[config.mk]
export PLATFORM = sky130hd
export DESIGN_NAME = lc3_operate_sequencer
export DESIGN_NICKNAME = d
export VERILOG_FILES = /design/src/rtl/lc3_operate_sequencer.sv
export SDC_FILE = /design/constraint.sdc
export NUM_CORES = 1
export LEC_CHECK = 0
export CAP_MARGIN = 10
export CORE_MARGIN = 2
export CORE_UTILIZATION = 64
export CTS_BUF_LIST = sky130_fd_sc_hd__clkbuf_4
export CTS_CLUSTER_DIAMETER = 200
export CTS_CLUSTER_SIZE = 28
export DETAILED_ROUTE_END_ITERATION = 10
export PLACE_DENSITY = 0.85
export SETUP_SLACK_MARGIN = 0.15
export SYNTH_ARGS = -nofsm -noshare
export SYNTH_HDL_FRONTEND = slang
export SYNTH_SLANG_ARGS = --single-unit
export TNS_END_PERCENT = 10
[constraint.sdc]
create_clock -name clk -period 3.54 [get_ports clk]
set_input_delay 0.708 -clock clk [delete_from_list [all_inputs] [get_ports clk]]
set_output_delay 0.708 -clock clk [all_outputs]
set_load 0.005 [all_outputs]
[src/rtl/lc3_operate_sequencer.sv]
// lc3_operate_sequencer
//   Issue/control sequencer for the LC-3 operate group (ADD, AND, NOT).
//   It accepts one instruction per valid/ready handshake. The instruction then
//   walks IDLE -> DECODE -> EXEC -> WB. In DECODE the operands are read from an
//   internal 8x16 register file and presented to an external combinational
//   ALU. The ALU result is captured at the end of EXEC and written back in WB,
//   where the NZP condition codes are also updated.
//
// Ports
//   clk, reset_n           clock, asynchronous active-low reset
//   instValid / instReady  instruction handshake
//   instr[15:0]            instruction word, latched on accept
//   regWe/regAddr/regWData register preload, honoured in IDLE only
//   regRdAddr/regRdData    combinational debug read port
//   aluRa/aluRb/aluIR      ALU operands, registered in DECODE
//   aluControl             ALU function: 00 pass, 01 add, 10 and, 11 not
//   aluOut                 ALU result, combinational from the ALU inputs
//   wbValid/wbReg/wbData   writeback pulse, with reg and data that hold after WB
//   nzp                    condition codes {N,Z,P}
//   illegal                one-cycle pulse for an unsupported opcode
module lc3_operate_sequencer (
  input  logic        clk,
  input  logic        reset_n,
  input  logic        instValid,
  output logic        instReady,
  input  logic [15:0] instr,
  input  logic        regWe,
  input  logic [2:0]  regAddr,
  input  logic [15:0] regWData,
  input  logic [2:0]  regRdAddr,
  output logic [15:0] regRdData,
  output logic [15:0] aluRa,
  output logic [15:0] aluRb,
  output logic [5:0]  aluIR,
  output logic [1:0]  aluControl,
  input  logic [15:0] aluOut,
  output logic        wbValid,
  output logic [2:0]  wbReg,
  output logic [15:0] wbData,
  output logic [2:0]  nzp,
  output logic        illegal
);

  localparam logic [1:0] IDLE   = 2'd0;
  localparam logic [1:0] DECODE = 2'd1;
  localparam logic [1:0] EXEC   = 2'd2;
  localparam logic [1:0] WB     = 2'd3;

  logic [1:0]  state_q, state_d;
  logic [15:0] ir_q;
  logic [15:0] regs_q [8];
  logic [15:0] ra_q, rb_q;
  logic [5:0]  imm_q;
  logic [15:0] result_q;
  logic [2:0]  wbreg_q;
  logic [2:0]  nzp_q;

  logic        legal;
  logic [1:0]  func;

  function automatic logic [2:0] calc_nzp(input logic [15:0] v);
    if (v[15])          return 3'b100;
    else if (v == 16'h0) return 3'b010;
    else                return 3'b001;
  endfunction

  // Decode from the latched instruction. NOT does not check instr[5:0].
  always_comb begin
    legal = 1'b1;
    func  = 2'b00;
    case (ir_q[15:12])
      4'b0001: func = 2'b01;
      4'b0101: func = 2'b10;
      4'b1001: func = 2'b11;
      default: legal = 1'b0;
    endcase
  end

  // The preload strobe blocks acceptance, so both never land in the same edge.
  assign instReady = (state_q == IDLE) && !regWe;

  always_comb begin
    state_d = state_q;
    case (state_q)
      IDLE:    if (instValid && instReady) state_d = DECODE;
      DECODE:  state_d = legal ? EXEC : IDLE;
      EXEC:    state_d = WB;
      WB:      state_d = IDLE;
      default: state_d = IDLE;
    endcase
  end

  always_ff @(posedge clk or negedge reset_n) begin
    if (!reset_n) begin
      state_q  <= IDLE;
      ir_q     <= '0;
      ra_q     <= '0;
      rb_q     <= '0;
      imm_q    <= '0;
      result_q <= '0;
      wbreg_q  <= '0;
      nzp_q    <= 3'b010;
      for (int i = 0; i < 8; i++) regs_q[i] <= '0;
    end else begin
      state_q <= state_d;
      case (state_q)
        IDLE: begin
          if (regWe)
            regs_q[regAddr] <= regWData;
          else if (instValid)
            ir_q <= instr;
        end
        // Operand read sees pre-write values. The previous writeback has
        // already completed before this instruction could be accepted.
        DECODE: begin
          ra_q  <= regs_q[ir_q[8:6]];
          rb_q  <= regs_q[ir_q[2:0]];
          imm_q <= ir_q[5:0];
        end
        EXEC: begin
          result_q <= aluOut;
          wbreg_q  <= ir_q[11:9];
        end
        WB: begin
          regs_q[wbreg_q] <= result_q;
          nzp_q           <= calc_nzp(result_q);
        end
        default: ;
      endcase
    end
  end

  assign regRdData  = regs_q[regRdAddr];
  assign aluRa      = ra_q;
  assign aluRb      = rb_q;
  assign aluIR      = imm_q;
  assign aluControl = (state_q == EXEC) ? func : 2'b00;
  assign wbValid    = (state_q == WB);
  assign wbReg      = wbreg_q;
  assign wbData     = result_q;
  assign nzp        = nzp_q;
  assign illegal    = (state_q == DECODE) && !legal;

endmodule

==> impl_metrics.py, run 1 <==
metrics = {
    "global_routing": {
        "grt_max_degree": 105,
        "gr_overflow_total": 0,
        "antenna_violations_before_repair": 1,
        "grt_use_met2": 0.556,
        "busiest_layer": "met2",
        "global_route.usage.met3": 0.0938,
        "global_route.usage.total": 0.371,
        "global_routing_met1_resource_utilization": 0.525,
        "global_route_wire_length_before_repair_um": 63100,
        "grt_pass1_vias": 11200,
    },
    "timing": {
        "report.final.slew_viol_count": 0,
        "final-setup-viol-count": 0,
        "post-route-period-util": 0.928,
        "timing_hold_violations_final": 0,
        "period_minus_slack_ns": 3.29,
        "maxSlewHeadroom": 0.229,
        "highest_clock_frequency_the_design_can_meet_mhz": 304,
        "holdWs_ns": 0.0341,
        "timing.clock.skew_ns": 0.0730,
        "grt_setup_unrepaired": "no",
        "timing.setup.tns_ns": 0,
        "tightest_slew_ns": 1.16,
    },
    "run_status": {
        "outcome": "completed",
    },
    "cts": {
        "clock_tree.htree_level_count": 1,
        "cts_buffer_depth": 3,
        "cts.sinks": 206,
        "hold_buffers": 0,
        "cts_buf_count": 11,
        "clkTransAtPathRegs_ns": 0.29,
        "cts_repair_resize_count": 0,
        "cts_root_buffer": "sky130_fd_sc_hd__clkbuf_4",
        "post_cts.repair.setup_buffers": 0,
        "clock_insertion_delay_worst_skew_ns": 0.66,
        "tritoncts_clock_tree": "built",
    },
    "logic_synthesis": {
        "postSynthRegisterBits": 206,
        "synth_cell_type_count": 45,
        "synthDominantAreaCellType": "sky130_fd_sc_hd__dfrtp_1",
        "ys_top_cells_by_area": "sky130_fd_sc_hd__dfrtp_1, sky130_fd_sc_hd__mux4_2, sky130_fd_sc_hd__o32ai_1",
        "synth_common_cells": "sky130_fd_sc_hd__dfrtp_1, sky130_fd_sc_hd__nand2_1, sky130_fd_sc_hd__o32ai_1, sky130_fd_sc_hd__mux4_2, sky130_fd_sc_hd__clkbuf_1",
        "ys_warn_count": 0,
        "synth-main-ff-cell": "sky130_fd_sc_hd__dfrtp_1",
        "postSynthAreaPerCell_um2": 11.6,
        "synth_nets": 1184,
        "synth-edff-count": 0,
        "count_leader_synth": "sky130_fd_sc_hd__dfrtp_1",
        "netlist.area_leader.share": 0.391,
        "syn-cell-area_mm2": 0.0131,
        "synth-seq-area-share": 0.393,
        "syn-instance-count": 1126,
        "postSynth.asyncResetShare": 1.00,
    },
    "floorplanning": {
        "die_w_um": 147,
        "pin_count": 139,
        "floorplan.die.height_um": 147,
        "std_cell_rows": 52,
        "core_area_mm2": 0.0202,
        "die-area_mm2": 0.0216,
        "initial_utilization": 0.650,
    },
    "routing": {
        "wl_um": 40000,
        "first_iter_violations": 2028,
        "drtPass1Iterations": 5,
        "detail-route-antenna-nets": 0,
        "post_drt_via_cell_ratio": 7.91,
        "post_drt_wl_per_cell_um": 27.7,
        "vias": 11400,
        "drcViolationCount": 0,
    },
    "critical_path": {
        "timing.critical_path.fanout_max": 32,
        "critical_path.most_common_cell": "sky130_fd_sc_hd__clkdlybuf4s50_1",
        "path_cells": "clkdlybuf4s50_1, buf_12, mux4_2, mux2_2, clkdlybuf4s50_1",
        "critPathKind": "in2out",
        "crit_path_launch_type": "primary input",
        "worst_setup_path_end_kind": "primary output",
        "cp.required_ns": 2.83,
        "crit_arrival_ns": 2.58,
        "critPathMaxStageDelay_ns": 0.51,
        "cp_max_delay_cell": "sky130_fd_sc_hd__clkdlybuf4s50_1",
    },
    "placed_design": {
        "finalWeightedCongestion": 0.940,
        "place.port_buffers": 138,
        "dp_hpwl_um": 25300,
        "placed_cells_incl_taps": 1427,
    },
    "layout": {
        "post_route_cells_drive_above_1_share": 0.233,
        "instances_no_fill": 1444,
        "area_growth_pct": 11.7,
        "design.final.nets": 1228,
        "layout.core_utilization": 0.726,
    },
    "power": {
        "power_density_mw_per_mm2": 845,
        "design_power_total_w": 0.0124,
        "ir_drop_mv": 0.564,
        "power_leakage_nw": 5.39,
    },
    "hold_path": {
        "hold_path_class": "in2async",
    },
    "run": {
        "max-cap-violations": 0,
    },
}
power by group:
part / internal (W) / leakage, nW / switching, W
clock network: 0.000209 / 0.0788 / 0.000738
logic: 0.00368 / 2.83 / 0.00226
registers: 0.00349 / 2.48 / 0.00199
total: 0.00737 / 5.39 / 0.00499
cell families after synthesis:
group | after synthesis | share of synthesized area
mux | 167 | 0.223
buf+inv | 162 | 0.0613
compound gates | 300 | 0.205
flops | 206 | 0.393
xor+xnor | 1 | 0.000669
simple gates | 290 | 0.117
flip-flops by register name (all words and copies together) (netlist names), named ones only:
signal / cells
ir_q: 16
regs_q: 128
aluRa: 16
wbData: 16
aluRb: 16
nzp: 3
wbReg: 3
state_q: 1
aluIR: 6
path summary, 6_finish.rpt:
path / startpoint / end / slack [ns] / cells past startpoint
hold / removal: reset_n / aluRa[9] / 0.03 / 1
min in group clk: ir_q[10] / wbReg[1] / 0.52 / 2
setup / recovery: regRdAddr[1] / regRdData[14] / 0.25 / 5
max in group asynchronous: reset_n / aluRb[14] / 2.64 / 2
hold reg to reg: ir_q[10] / wbReg[1] / 0.52 / 2
setup reg to reg: state_q[0] / regs_q[51] / 1.12 / 4
critical path: cells and delay by family:
family,cells,cell delay (ns)
mux,2,0.61
buf+inv,3,1.24
placed cells by master (no fill, tap or decap), drive strengths merged, types with 2 or more instances in the layout:
cell / n
a2bb2oi: 110
a31oi: 18
and2: 2
and2b: 7
buf: 55
clkbuf: 16
clkdlybuf4s50: 135
dfrtp: 205
inv: 3
mux2: 39
mux2i: 32
mux4: 96
nand2: 108
nand2b: 7
nand3: 48
nand4: 66
nor2: 4
nor2b: 12
nor3: 19
nor4: 5
nor4b: 3
o21ai: 51
o22ai: 7
o32ai: 110
or2: 5
metrics by stage:
step / setup slack, ns / cell area (um2)
2_1_floorplan: 0.814 / 13100
3_3_place_gp: 0.316 / 14500
3_5_place_dp: 0.272 / 14500
4_1_cts: 0.273 / 14600
5_1_grt: 0.223 / 14600
6_report: 0.254 / 14600
metal layers:
layer / routed length, um / vias up
met3: 5080 / 193
li1: - / 4593
met1: 15100 / 5627
met2: 17800 / 1003
met4: 2010 / 0
met5: 0 / -
final cells by class:
type	instances	area [um2]
fill	1421	5530
clock buffer	15	113
multi-input combinational	758	7170
sequential	206	5160
antenna	1	2.50
clock inverter	1	20.0
tap	270	338
inverter	2	7.51
timing repair buffer	191	1820
(Power assumes the default switching activity.)
==> inputs of run 2 (changes only) <==
--- a/config.mk
+++ b/config.mk
@@ -7,12 +7,13 @@
 export LEC_CHECK = 0
 export CAP_MARGIN = 10
 export CORE_MARGIN = 2
-export CORE_UTILIZATION = 64
+export CORE_UTILIZATION = 59
 export CTS_BUF_LIST = sky130_fd_sc_hd__clkbuf_4
 export CTS_CLUSTER_DIAMETER = 200
 export CTS_CLUSTER_SIZE = 28
 export DETAILED_ROUTE_END_ITERATION = 10
-export PLACE_DENSITY = 0.85
+export GPL_TIMING_DRIVEN = 0
+export PLACE_DENSITY_LB_ADDON = 0.2
 export SETUP_SLACK_MARGIN = 0.15
 export SYNTH_ARGS = -nofsm -noshare
 export SYNTH_HDL_FRONTEND = slang
==> constraint.sdc (replaced) <==
create_clock -name clk -period 3.3 [get_ports clk]
set_input_delay 0.66 -clock clk [delete_from_list [all_inputs] [get_ports clk]]
set_output_delay 0.66 -clock clk [all_outputs]
set_load 0.005 [all_outputs]
==> run 2 against run 1 <==
Critical path depth fell by 1; count of clock-buffer cells in the layout decreased by 2; total power increased by 16%; register-to-register slack got worse by 0.64 ns; routed wire length grew 38%; setup slack worse by 0.15 ns; highest routed layer is now met5; final cell count is 8.8% higher.
==> impl_metrics.py, run 2 (same netlist as run 1, synthesis figures left out) <==
metrics = {
    "global_routing": {
        "gr_overflow_total": 0,
        "antenna_violations_before_repair": 2,
        "global_route.usage.total": 0.471,
        "grt_max_degree": 106,
        "global_route_wire_length_before_repair_um": 80300,
        "grt_pass1_vias": 12400,
    },
    "power": {
        "power_leakage_nw": 5.62,
        "power_switching_share": 0.430,
        "power_density_mw_per_mm2": 948,
        "ir_drop_mv": 0.686,
        "power_report.internal_total_w": 0.00818,
        "p_comb_frac": 0.575,
        "net_switching_w": 0.00618,
        "seq_power_share": 0.351,
        "pwr-share-clk": 0.074,
        "design_power_total_w": 0.0144,
    },
    "layout": {
        "area_growth_pct": 15.7,
        "design.final.nets": 1346,
        "layout_commonest_cell": "sky130_fd_sc_hd__dfrtp_1",
        "largest_register_ffs": 128,
        "finish.instance_area_mm2": 0.0152,
        "most-common-layout-cells": "sky130_fd_sc_hd__dfrtp_1, sky130_fd_sc_hd__clkdlybuf4s50_1, sky130_fd_sc_hd__nand2_1",
        "post_route_cells_drive_above_1_share": 0.221,
        "top_register": "regs_q",
        "fillers": 1678,
    },
    "routing": {
        "post_drt_via_cell_ratio": 7.85,
        "drcViolationCount": 0,
        "wl_um": 55100,
        "first_iter_violations": 1914,
        "vias": 12300,
        "drtPass1Iterations": 6,
        "detail-route-antenna-nets": 0,
        "post_drt_wl_per_cell_um": 35.1,
    },
    "timing": {
        "timing.clock.skew_ns": 0.0766,
        "maxSlewHeadroom": 0.0604,
        "post-route-period-util": 0.967,
        "grt_setup_unrepaired": "yes",
        "highest_clock_frequency_the_design_can_meet_mhz": 313,
        "holdWs_ns": 0.463,
        "period_minus_slack_ns": 3.19,
        "timing_hold_violations_final": 0,
        "report.final.slew_viol_count": 0,
        "final-setup-viol-count": 0,
        "tightest_slew_ns": 1.41,
    },
    "placed_design": {
        "place.port_buffers": 136,
        "dp_hpwl_um": 38000,
        "placement.cell_area_mm2": 0.0148,
        "finalWeightedCongestion": 1.07,
    },
    "cts": {
        "cts_buffer_depth": 3,
        "cts.sinks": 206,
        "clock_insertion_delay_worst_skew_ns": 0.74,
        "cts_buf_count": 11,
        "cts_root_buffer": "sky130_fd_sc_hd__clkbuf_4",
        "clkTransAtPathRegs_ns": 0.27,
        "clock_tree.htree_level_count": 1,
        "tritoncts_clock_tree": "built",
    },
    "hold_path": {
        "worst_hold_startpoint": "aluOut[2]",
        "holdPathStages": 3,
        "hold_path_class": "in2reg",
        "holdPathEnd": "wbData[2]",
    },
    "floorplanning": {
        "die-area_mm2": 0.0234,
        "die_w_um": 153,
        "initial_utilization": 0.600,
        "std_cell_rows": 54,
        "floorplan.die.height_um": 153,
        "pin_count": 139,
        "core_area_mm2": 0.0218,
    },
    "critical_path": {
        "critPathKind": "in2out",
        "reg2reg_slack_ns": 0.48,
        "path_cells": "buf_1, clkbuf_2, mux2_2, clkdlybuf4s50_1",
        "critical-path-top-delay-family": "buffers and inverters",
        "crit-reg2reg-launch": "ir_q[2]",
        "cp.required_ns": 2.64,
        "reg_to_reg_endpoint": "aluRb[13]",
        "timing.reg2reg.worst_path_depth": 5,
        "path_buf_inv": 3,
        "crit_path_launch_type": "primary input",
        "critPathMaxStageDelay_ns": 0.50,
        "timing.critical_path.fanout_max": 10,
        "crit_arrival_ns": 2.53,
        "worst_setup_path_end_kind": "primary output",
        "cp_max_delay_cell": "sky130_fd_sc_hd__clkbuf_2",
    },
    "run": {
        "max-cap-violations": 0,
    },
    "run_status": {
        "outcome": "completed",
    },
}
-- run 2: cell count changes in the layout (fill, tap and decap cells not counted), sizes merged --
cell           previous run  this run
dlygate4sd3               0         1
diode                     1         2
dlygate4sd2               0         1
clkdlybuf4s50           135       133
clkbuf                   16       108
dlymetal6s2s              0         1
dlygate4sd1               0         2
buf                      55        76
-- run 2: tightest hold or removal path, delay by kind of cell --
| kind | cells | cell delay (ns) |
|---|---|---|
| buffers and inverters | 1 | 0.39 |
| AND/OR/NAND/NOR | 2 | 0.09 |
-- run 2: worst max-delay path by stage --
stage,start,endpoint,slack (ns),cells after the start
global route,regs_q[64],regRdData[0],0.11,3
detailed placement,regRdAddr[1],regRdData[7],-0.63,5
CTS,flip-flop,illegal,0.07,5
floorplan,regRdAddr[0],regRdData[0],0.67,4
finish,regRdAddr[2],regRdData[14],0.11,4
global placement,reset_n,ir_q[3],-7.26,1
-- run 2: cell type report --
type	instances	area, um2	share of cell area
inverters	2	7.51	0.000495
clock buffers	13	97.6	0.00644
multi-input cells	758	7150	0.472
repair buffers	149	1490	0.0981
clock inverters	1	20.0	0.00132
flip-flops and latches	206	5160	0.340
plain buffers	160	877	0.0579
well taps	280	350	0.0231
diodes	2	5.00	0.000330
-- run 2: power by group through the flow --
stage	Combinational, W	Sequential (W)	Clock [W]
after floorplan	0.00507	0.00460	0
after global placement	0.00769	0.00492	0
after detailed placement	0.00786	0.00503	0
after CTS	0.00791	0.00496	0.00105
after global routing	0.00863	0.00514	0.00113
final	0.00827	0.00504	0.00106
-- run 2: what timing repair did --
item                       CTS  global route
hold endpoints to repair    48             0
setup endpoints to repair   18            15
resized for setup           22            12
hold buffers                 1             0
setup buffers                1            10
-- run 2: stage by stage --
| stage | setup WS, ns | util | instances | setup TNS, ns |
|---|---|---|---|---|
| after global routing | 0.111 | 0.695 | 1571 | 0 |
| after CTS | 0.0693 | 0.690 | 1559 | 0 |
| final | 0.108 | 0.695 | 1571 | 0 |
| after global placement | -7.26 | 0.679 | 1542 | -1495.26 |
| after detailed placement | -0.635 | 0.680 | 1543 | -9.15 |
| after floorplan | 0.670 | - | 1126 | 0 |
-- run 2: layer usage --
metal  vias to the layer above  track usage  part of all wire  wire, um
li1                       4823            -                 -         -
met2                      1228        0.664              0.42     23000
met4                         4        0.283             0.077      4220
met1                      5976        0.587              0.35     19100
met3                       307        0.220              0.16      8640
met5                         -       0.0476            0.0029       159
